File: config.mk
export PLATFORM = sky130hd
export DESIGN_NAME = sm4_key_exp
export DESIGN_NICKNAME = d
export VERILOG_FILES = /design/src/rtl/sm4_key_exp.sv
export SDC_FILE = /design/constraint.sdc
export NUM_CORES = 2
export LEC_CHECK = 0
export BUFFER_PORTS_ARGS = -buffer_cell sky130_fd_sc_hd__buf_2
export CAP_MARGIN = 30
export CELL_PAD_IN_SITES_DETAIL_PLACEMENT = 1
export CELL_PAD_IN_SITES_GLOBAL_PLACEMENT = 1
export CORE_AREA = 2 2 454 456
export DETAILED_ROUTE_END_ITERATION = 16
export DIE_AREA = 0 0 456 458
export GPL_ROUTABILITY_DRIVEN = 0
export PLACE_DENSITY_LB_ADDON = 0.12
export SYNTH_ARGS = -nofsm -noshare
export SYNTH_HDL_FRONTEND = slang
export SYNTH_SLANG_ARGS = --single-unit
File: constraint.sdc
create_clock -name clk -period 41.9 [get_ports clk]
set_input_delay 4.19 -clock clk [delete_from_list [all_inputs] [get_ports clk]]
set_output_delay 4.19 -clock clk [all_outputs]
set_load 0.01 [all_outputs]
File: src/rtl/sm4_key_exp.sv
// sm4_key_exp: iterative SM4 key expansion feeding the 32-stage datapath.
//
// A 128-bit user key is whitened with FK. One round key is produced per
// enabled cycle, so 32 cycles fill the round-key bank. The bank order is
// fixed when the key is loaded: encrypt keeps rk_i in slot i, and decrypt
// puts rk_i in slot 31-i. As a result, the consumer never needs to know the mode.
//
// Ports:
//   clk               rising-edge clock
//   reset             asynchronous, active-high reset
//   sm4_enable_in     global enable; when low, the FSM, counter and registers hold
//   key_valid_in      single-cycle strobe qualifying key_in / decrypt_in
//   key_in[127:0]     user key MK0..MK3, with MK0 at [127:96]
//   decrypt_in        0 = forward slot order, 1 = reversed slot order
//   key_clear_in      (SM4_KEY_ZEROIZE_EN only) wipe the key material, back to IDLE
//   busy_out          expansion in progress
//   key_exp_ready_out all 32 round keys valid and stable
//   rk_out[1023:0]    round-key bank; slot s is at [32*s+31:32*s]
//
// Build option: define SM4_KEY_ZEROIZE_EN to add the key_clear_in zeroize port.

module sm4_key_exp #(
  parameter int NUM_ROUNDS = 32
) (
  input  logic                    clk,
  input  logic                    reset,
  input  logic                    sm4_enable_in,
  input  logic                    key_valid_in,
  input  logic [127:0]            key_in,
  input  logic                    decrypt_in,
`ifdef SM4_KEY_ZEROIZE_EN
  input  logic                    key_clear_in,
`endif
  output logic                    busy_out,
  output logic                    key_exp_ready_out,
  output logic [32*NUM_ROUNDS-1:0] rk_out
);

  typedef enum logic [1:0] {IDLE = 2'd0, EXPAND = 2'd1, DONE = 2'd2} state_t;

  localparam logic [127:0] FK = 128'ha3b1bac6_56aa3350_677d9197_b27022dc;

  localparam logic [7:0] SBOX [256] = '{
    8'hd6, 8'h90, 8'he9, 8'hfe, 8'hcc, 8'he1, 8'h3d, 8'hb7, 8'h16, 8'hb6, 8'h14, 8'hc2, 8'h28, 8'hfb, 8'h2c, 8'h05,
    8'h2b, 8'h67, 8'h9a, 8'h76, 8'h2a, 8'hbe, 8'h04, 8'hc3, 8'haa, 8'h44, 8'h13, 8'h26, 8'h49, 8'h86, 8'h06, 8'h99,
    8'h9c, 8'h42, 8'h50, 8'hf4, 8'h91, 8'hef, 8'h98, 8'h7a, 8'h33, 8'h54, 8'h0b, 8'h43, 8'hed, 8'hcf, 8'hac, 8'h62,
    8'he4, 8'hb3, 8'h1c, 8'ha9, 8'hc9, 8'h08, 8'he8, 8'h95, 8'h80, 8'hdf, 8'h94, 8'hfa, 8'h75, 8'h8f, 8'h3f, 8'ha6,
    8'h47, 8'h07, 8'ha7, 8'hfc, 8'hf3, 8'h73, 8'h17, 8'hba, 8'h83, 8'h59, 8'h3c, 8'h19, 8'he6, 8'h85, 8'h4f, 8'ha8,
    8'h68, 8'h6b, 8'h81, 8'hb2, 8'h71, 8'h64, 8'hda, 8'h8b, 8'hf8, 8'heb, 8'h0f, 8'h4b, 8'h70, 8'h56, 8'h9d, 8'h35,
    8'h1e, 8'h24, 8'h0e, 8'h5e, 8'h63, 8'h58, 8'hd1, 8'ha2, 8'h25, 8'h22, 8'h7c, 8'h3b, 8'h01, 8'h21, 8'h78, 8'h87,
    8'hd4, 8'h00, 8'h46, 8'h57, 8'h9f, 8'hd3, 8'h27, 8'h52, 8'h4c, 8'h36, 8'h02, 8'he7, 8'ha0, 8'hc4, 8'hc8, 8'h9e,
    8'hea, 8'hbf, 8'h8a, 8'hd2, 8'h40, 8'hc7, 8'h38, 8'hb5, 8'ha3, 8'hf7, 8'hf2, 8'hce, 8'hf9, 8'h61, 8'h15, 8'ha1,
    8'he0, 8'hae, 8'h5d, 8'ha4, 8'h9b, 8'h34, 8'h1a, 8'h55, 8'had, 8'h93, 8'h32, 8'h30, 8'hf5, 8'h8c, 8'hb1, 8'he3,
    8'h1d, 8'hf6, 8'he2, 8'h2e, 8'h82, 8'h66, 8'hca, 8'h60, 8'hc0, 8'h29, 8'h23, 8'hab, 8'h0d, 8'h53, 8'h4e, 8'h6f,
    8'hd5, 8'hdb, 8'h37, 8'h45, 8'hde, 8'hfd, 8'h8e, 8'h2f, 8'h03, 8'hff, 8'h6a, 8'h72, 8'h6d, 8'h6c, 8'h5b, 8'h51,
    8'h8d, 8'h1b, 8'haf, 8'h92, 8'hbb, 8'hdd, 8'hbc, 8'h7f, 8'h11, 8'hd9, 8'h5c, 8'h41, 8'h1f, 8'h10, 8'h5a, 8'hd8,
    8'h0a, 8'hc1, 8'h31, 8'h88, 8'ha5, 8'hcd, 8'h7b, 8'hbd, 8'h2d, 8'h74, 8'hd0, 8'h12, 8'hb8, 8'he5, 8'hb4, 8'hb0,
    8'h89, 8'h69, 8'h97, 8'h4a, 8'h0c, 8'h96, 8'h77, 8'h7e, 8'h65, 8'hb9, 8'hf1, 8'h09, 8'hc5, 8'h6e, 8'hc6, 8'h84,
    8'h18, 8'hf0, 8'h7d, 8'hec, 8'h3a, 8'hdc, 8'h4d, 8'h20, 8'h79, 8'hee, 8'h5f, 8'h3e, 8'hd7, 8'hcb, 8'h39, 8'h48
  };

  state_t                    state_q, state_d;
  logic [4:0]                cnt_q, cnt_d;
  logic [127:0]              key_q, key_d;   // {K0,K1,K2,K3}, K0 at [127:96]
  logic                      dec_q, dec_d;
  logic [32*NUM_ROUNDS-1:0]  bank_q, bank_d;

  logic [7:0]  ck_base;
  logic [31:0] ck, round_in, tau_out, rk_new;
  logic [4:0]  slot;

  // The constant CK_i is derived from the counter instead of being stored in a table.
  // Byte j is (4i+j)*7 mod 256, and the 8-bit truncation does the mod.
  always_comb begin
    ck_base  = {1'b0, cnt_q, 2'b00};
    ck       = {8'(ck_base * 8'd7),
                8'((ck_base + 8'd1) * 8'd7),
                8'((ck_base + 8'd2) * 8'd7),
                8'((ck_base + 8'd3) * 8'd7)};
    round_in = key_q[95:64] ^ key_q[63:32] ^ key_q[31:0] ^ ck;
    tau_out  = {SBOX[round_in[31:24]], SBOX[round_in[23:16]],
                SBOX[round_in[15:8]],  SBOX[round_in[7:0]]};
    rk_new   = key_q[127:96] ^ tau_out ^ {tau_out[18:0], tau_out[31:19]}
                                       ^ {tau_out[8:0],  tau_out[31:9]};
    // In decrypt order, 31-i is the bitwise inverse of a 5-bit i.
    slot     = dec_q ? ~cnt_q : cnt_q;
  end

  always_ff @(posedge clk or posedge reset) begin
    if (reset) begin
      state_q <= IDLE;
      cnt_q   <= '0;
      key_q   <= '0;
      dec_q   <= 1'b0;
      bank_q  <= '0;
    end else begin
      state_q <= state_d;
      cnt_q   <= cnt_d;
      key_q   <= key_d;
      dec_q   <= dec_d;
      bank_q  <= bank_d;
    end
  end

  // Next-state logic. A new key can start from IDLE or DONE.
  // A key strobe during EXPAND does not restart the expansion.
  always_comb begin
    state_d = state_q;
    case (state_q)
      IDLE, DONE: if (sm4_enable_in && key_valid_in) state_d = EXPAND;
      EXPAND:     if (sm4_enable_in && cnt_q == 5'd31) state_d = DONE;
      default:    state_d = IDLE;
    endcase
`ifdef SM4_KEY_ZEROIZE_EN
    if (key_clear_in) state_d = IDLE;
`endif
  end

  // Datapath. Key load and round advance happen only on enabled cycles.
  // Zeroize wins over both and ignores the enable.
  always_comb begin
    key_d  = key_q;
    cnt_d  = cnt_q;
    dec_d  = dec_q;
    bank_d = bank_q;
    if (sm4_enable_in) begin
      if ((state_q == IDLE || state_q == DONE) && key_valid_in) begin
        key_d = key_in ^ FK;
        cnt_d = '0;
        dec_d = decrypt_in;
      end else if (state_q == EXPAND) begin
        key_d = {key_q[95:0], rk_new};
        cnt_d = cnt_q + 5'd1;
        bank_d[{slot, 5'b00000} +: 32] = rk_new;
      end
    end
`ifdef SM4_KEY_ZEROIZE_EN
    if (key_clear_in) begin
      key_d  = '0;
      cnt_d  = '0;
      bank_d = '0;
    end
`endif
  end

  // Outputs
  always_comb begin
    busy_out          = (state_q == EXPAND);
    key_exp_ready_out = (state_q == DONE);
    rk_out            = bank_q;
  end

endmodule

== Yosys cells after proc, flatten, opt, wreduce, memory -nomap -nowiden ==
Memory sizes are Yosys's and may differ from the RTL's.
Cells that the tools add are included.
Operators by class
  equality and inequality tests: 5
  shifts and indexed selects: 2
  muxes and demuxes: 17
  div/mod/pow operators: 0
  $mul: 4
  bitwise gates (word level): 13
  add/sub/neg operators: 5
  order comparisons: 4
  reduce and logical (&&, ||, !) cells: 11
Operators with widths (count)
  $bwmux W1024: 1
  $shift A32 B12 Y1024 const A: 1
  $shiftx A32 B12 Y1024: 1
  $mux W128: 2
  $xor A32 B32 Y32: 6
  $mux W8: 8
  $not A64 Y64: 1
  $ge A9 B9 Y1 const B: 4
  $not A8 Y9: 4
  $mul A8 B3 Y8 const B: 3
  $add A7 B2 Y8 const B: 2
  $mux W5: 3
  $neg A10 Y12: 1
  $add A7 B1 Y8 const B: 1
  $mul A5 B3 Y6 const B: 1
  $reduce_and A2 Y1: 3
  $add A5 B1 Y5 const B: 1
  $eq A5 B5 Y1 const B: 1
  $not A5 Y5: 1
  $mux W2: 2
  $pmux W2 S2: 1
  $logic_and A1 B1 Y1: 3
  $reduce_and A3 Y1: 1
  $eq A2 B1 Y1 const B: 1
  8 further kinds: 8
Word-level totals
  output and inout bits: 1026
  ROM bits: 8192
  RAM bits: 0
  bits in latches: 0
  logic and storage cells: 70
  memories: 4
  input bits: 133
  register bits: 1160
Memories
  (name not given): depth 256, width 8, rd ports 1, clocked after Yosys merged registers in 0, wr ports 0, RTL line 82  | SBOX[round_in[15:8]], SBOX[round_in[7:0]]};
  (name not given): depth 256, width 8, rd ports 1, clocked after Yosys merged registers in 0, wr ports 0, RTL line 82
  (name not given): depth 256, width 8, rd ports 1, clocked after Yosys merged registers in 0, wr ports 0, RTL line 81  | tau_out = {SBOX[round_in[31:24]], SBOX[round_in[23:16]],
  (name not given): depth 256, width 8, rd ports 1, clocked after Yosys merged registers in 0, wr ports 0, RTL line 81

== Longest topological paths before layout ==
  depth after elaboration: 12
  gate-level depth with buffers: 21
  depth with buffers taken out: 15

== Least setup slack after synthesis ==
Ideal clock, no wire load.
  path type: input port to flip-flop
  from: input port sm4_enable_in
  to: register bank_q[1000] (netlist: rk_out[1000])
  path slack: 36.081 ns
  setup time: 0.137 ns
  cell stages on the path: 7
  buffers on the path: 2
  data required time: 41.763 ns
  arrival: 5.682 ns
  path through: clkbuf_1 -> nand2_1 -> nor3_1 -> nand2_1 -> clkbuf_1 -> nand2_1 -> o21ai_0
On the way
  cells in the longest elaborated chain, start to end: 1
Ends and longest elaborated chain
  start: declaration: RTL line 27  | input logic sm4_enable_in,
  $reduce_and A3 Y1 (no line)
  end signal: assignment: RTL line 101  | bank_q <= bank_d;
  end: declaration: RTL line 66  | logic [32*NUM_ROUNDS-1:0] bank_q, bank_d;
Every way passes these cells.
A chain may end at the register's enable or synchronous reset.

==> impl.org <==
** Clock network
- Buffers inserted to repair hold after CTS numbered 0.
- TritonCTS created about 140 clock buffers.
- CTS tree :: yes
- Clock input transition at the sequential cells of the worst setup and hold paths :: 0.06 ns
- The clock passes through at most 3 buffers.
- Number of buffers inserted by post-CTS setup repair :: 0
- Count of H-tree levels built during CTS :: 4
- Clock net sink count :: 1160
- Root buffer cell :: clkbuf_16
- For the worst-skew pair, the clock arrives at the later sink with an insertion delay of around 0.83 ns.
- The number of gates resized after CTS was 0.

** Critical path
- STA classifies the critical path endpoint as an asynchronous set/reset pin.
- The cell family contributing the most delay on the critical path is buffers and inverters.
- The largest single stage delay on the critical path is ~0.86 ns.
- Worst path buffer plus inverter count :: 8
- Cell type with the highest occurrence count on the critical path :: buf_4
- The worst setup path is launched from an input pin.
- Critical path's slowest cell :: buf_4
- The critical path is of the input pin to asynchronous set/reset pin type.
- Ordered list of cells on the worst path :: buf_2, inv_8, buf_16, buf_4, buf_4, buf_12, buf_12, buf_4
- Data arrives at the worst endpoint at 9.08 ns.
- STA puts the critical path data required time at about 43 ns.
- In this run the worst path has a maximum fanout of roughly 170.

** Yosys
- Proportion of synthesized area in mux cells :: less than 1%
- Share of flip-flops with an asynchronous set or reset :: 100%
- Synthesized area divided by synthesized cell count :: between 8 and 9 µm²
- By area, the combinational part of the netlist is dominated by compound AO/OA/AOI/OAI gates.
- Netlist area before placement :: around 0.057 mm²
- Xor/xnor cell area share of the yosys netlist :: between 4 and 5%
- Of the total synthesized cell area, the portion taken by full adders, half adders and majority gates is less than 1%.
- Synth warnings :: 0
- Sequential elements use 51.1% of the synthesized area.
- Number of enable-type register cells in the synthesized netlist :: 0
- After synthesis the netlist holds a flip-flop and latch count of ~1200.
- Share of synthesized cell area in and, or, nand and nor gates :: around 15%
- Synthesis produced a netlist with a net count of around 6600.
- In the synthesized netlist the dominant register cell turns out to be dfrtp_1.
- Synth Area in Compound Gates :: roughly 23%
- Count of distinct cell types in the synthesized netlist :: slightly below 100
- Post-Synthesis Cells :: between 6000 and 7000

** Final layout
- Total number of nets in the final design :: 7539
- In the layout the commonest cells are nand2_1 (1474), dfrtp_1 (1160), buf_2 (1159).
- Area added between synthesis and finish :: 23.8%
- Most common library cell in the layout ignoring fill and taps :: nand2_1
- Ratio of cells with drive above 1 in the final layout :: between 20% and 30%

** Job
- Max-cap violations in this run came to 0.

** Floorplan
- Core area :: ~0.20 mm²
- The floorplan step set the die width to approximately 460 µm.
- Pin placement for this block handled between 1000 and 1500 I/O pins.
- Row cnt :: between 150 and 200
- Once the floorplan was initialized, standard cells occupied 27.9% of the core.
- Floorplan die area :: approximately 0.21 mm²
- The die is about 460 µm tall.

** GRT
- First-pass GRT wire length :: 450000 µm
- Via count of the first global-routing pass :: 54713
- Initial antenna violation count :: 60
- Total overflow reported by the global router :: 0
- Global routing used 30.0% of the available tracks across all layers.
- Entering global routing, the biggest net connects between 150 and 200 pins.

** Detailed routing
- Count of unresolved DRC violations after routing :: 0
- Total detailed-routing wirelength :: between 300000 and 400000 µm
- Avg Vias per Cell :: about 5.5
- Remaining antenna violation count :: 0
- The first routing iteration left between 5000 and 6000 violations.
- In the final routed layout, each cell accounts on average for roughly 32 µm.
- Detailed routing inserted a total of 56116 vias.
- The first TritonRoute pass finished after 6 iterations.

** Hold path
- The tightest min-delay check is of the flip-flop to flip-flop type.

** STA
- Summed over all failing endpoints, the final setup total negative slack is 0 ns.
- Max frequency :: around 120 MHz
- Setup violations remaining at the end of the flow were counted as 0.
- Post-route fraction of the period consumed by the critical path :: 19.8%
- Total count of hold-check failures in the final report :: 0
- Slew margin rel. :: around 25%
- For the pin with the worst max-slew slack, the measured transition is between 1 and 1.5 ns.
- Setup repair after global routing missed its margin :: false
- Fin. max-slew vios :: 0
- Shortest clock period the worst path allows after layout :: a little over 8 ns
- Worst clock skew :: 0.0423 ns

** Placement
- Summed over all nets, the half-perimeter wirelength after detailed placement is 225000 µm.
- Total of buffers placed on input and output ports :: roughly 1200

** Outcome
- The flow ran to the end, and the final reports show no timing, DRC or antenna violations.
area by class of cell:
class / instances / area, µm²
sequential: 1160 / 29000
timing repair buffer: 1349 / 7390
tap: 2688 / 3360
clock inverter: 32 / 444
inverter: 26 / 105
clock buffer: 212 / 4120
multi-input combinational: 4693 / 25800
fill: 23876 / 133000
antenna: 17 / 42.5
registers in the layout, indices dropped and copies added, names as in the netlist:
signal,cells
rk_out,1024
key_q,128
cnt_q,5
state_q,2
dec_q,1
worst paths after layout:
kind,from,endpoint,slack (ns),depth (start not counted)
worst max register to register,cnt_q[2],rk_out[132],34.12,18
worst max-delay path,reset,rk_out[220],33.61,8
max in group clk,cnt_q[2],rk_out[132],34.12,18
worst min-delay path,rk_out[989],rk_out[989],0.47,2
worst min register to register,rk_out[989],rk_out[989],0.47,2
min in group asynchronous,reset,rk_out[869],3.27,2
worst reg2reg max path, cell delays in order, from the launching register on:
cell,delay (ns)
dfrtp_1,0.77
fa_1,0.65
xnor2_1,0.52
inv_1,0.18
ha_1,0.22
a21oi_1,0.30
xor3_2,0.51
buf_4,0.36
nor2_1,0.96
a22oi_1,0.15
a31oi_1,0.28
a211oi_1,0.10
o31ai_2,0.49
buf_4,0.28
xor2_1,0.20
xnor2_1,0.17
xnor2_4,0.76
buf_4,0.55
o21ai_0,0.19
metal layers:
layer	wire (µm)	global-route usage (%)	vias to the layer above
li1	-	-	24565
met1	127000	36.8	28135
met2	151000	49.3	2731
met3	25200	7.17	677
met4	19000	14.8	8
met5	56	0	-
cells in the mapped netlist, drive strengths merged, types with 8 or more instances:
library cell     n  area share [%]
a2111oi         29            0.45
o21ai         1309              12
buf            219             2.0
a31oi          115             1.3
o2111ai         26            0.40
xnor3           11            0.44
a221oi          33            0.51
inv             22            0.15
xnor2          131             2.3
a22oi           11            0.15
xor3            15            0.63
o22ai           49            0.54
o31ai           16            0.22
a311oi          39            0.66
nor3            76            0.68
nor4            22            0.29
o311ai          33            0.52
o221ai          46            0.71
or3             11            0.12
ha              29            0.64
a21oi          293             2.6
mux2i           20            0.35
xor2            58            0.92
a32oi           18            0.30
nor2b            8           0.088
nor2           366             2.4
a211oi          59            0.81
and2            10            0.11
o32ai           14            0.22
nand2         1507              10
nand3           98            0.86
clkbuf         381             2.5
nand4           19            0.21
dfrtp         1160              51
and3            25            0.28
nand2b           9           0.099
o211ai          55            0.74
stage by stage:
step	utilization (%)	setup slack [ns]	instance area, µm²	hold WS (ns)	instances
final	34.5	33.61	70300	0.471	10177
after global routing	34.5	33.01	70300	0.492	10166
after CTS	34.5	33.41	70200	0.478	10157
after detailed placement	32.2	32.52	65700	0.465	9913
after global placement	32.1	32.61	65500	0.457	9901
after floorplan	-	5.04	56800	0.452	6479
cells by family (layout without fill, tap and decap cells):
kind of cell | after synthesis | after routing
xor+xnor | 215 | 215
other cells | 0 | 17
mux | 24 | 24
simple gates | 2177 | 2177
flops | 1160 | 1160
buf+inv | 626 | 1619
fa+ha+maj | 37 | 37
compound gates | 2240 | 2240
Power is left out: the tool's default activity adds up to more than one toggle a clock period on the data nets, which glitch-free logic cannot reach.
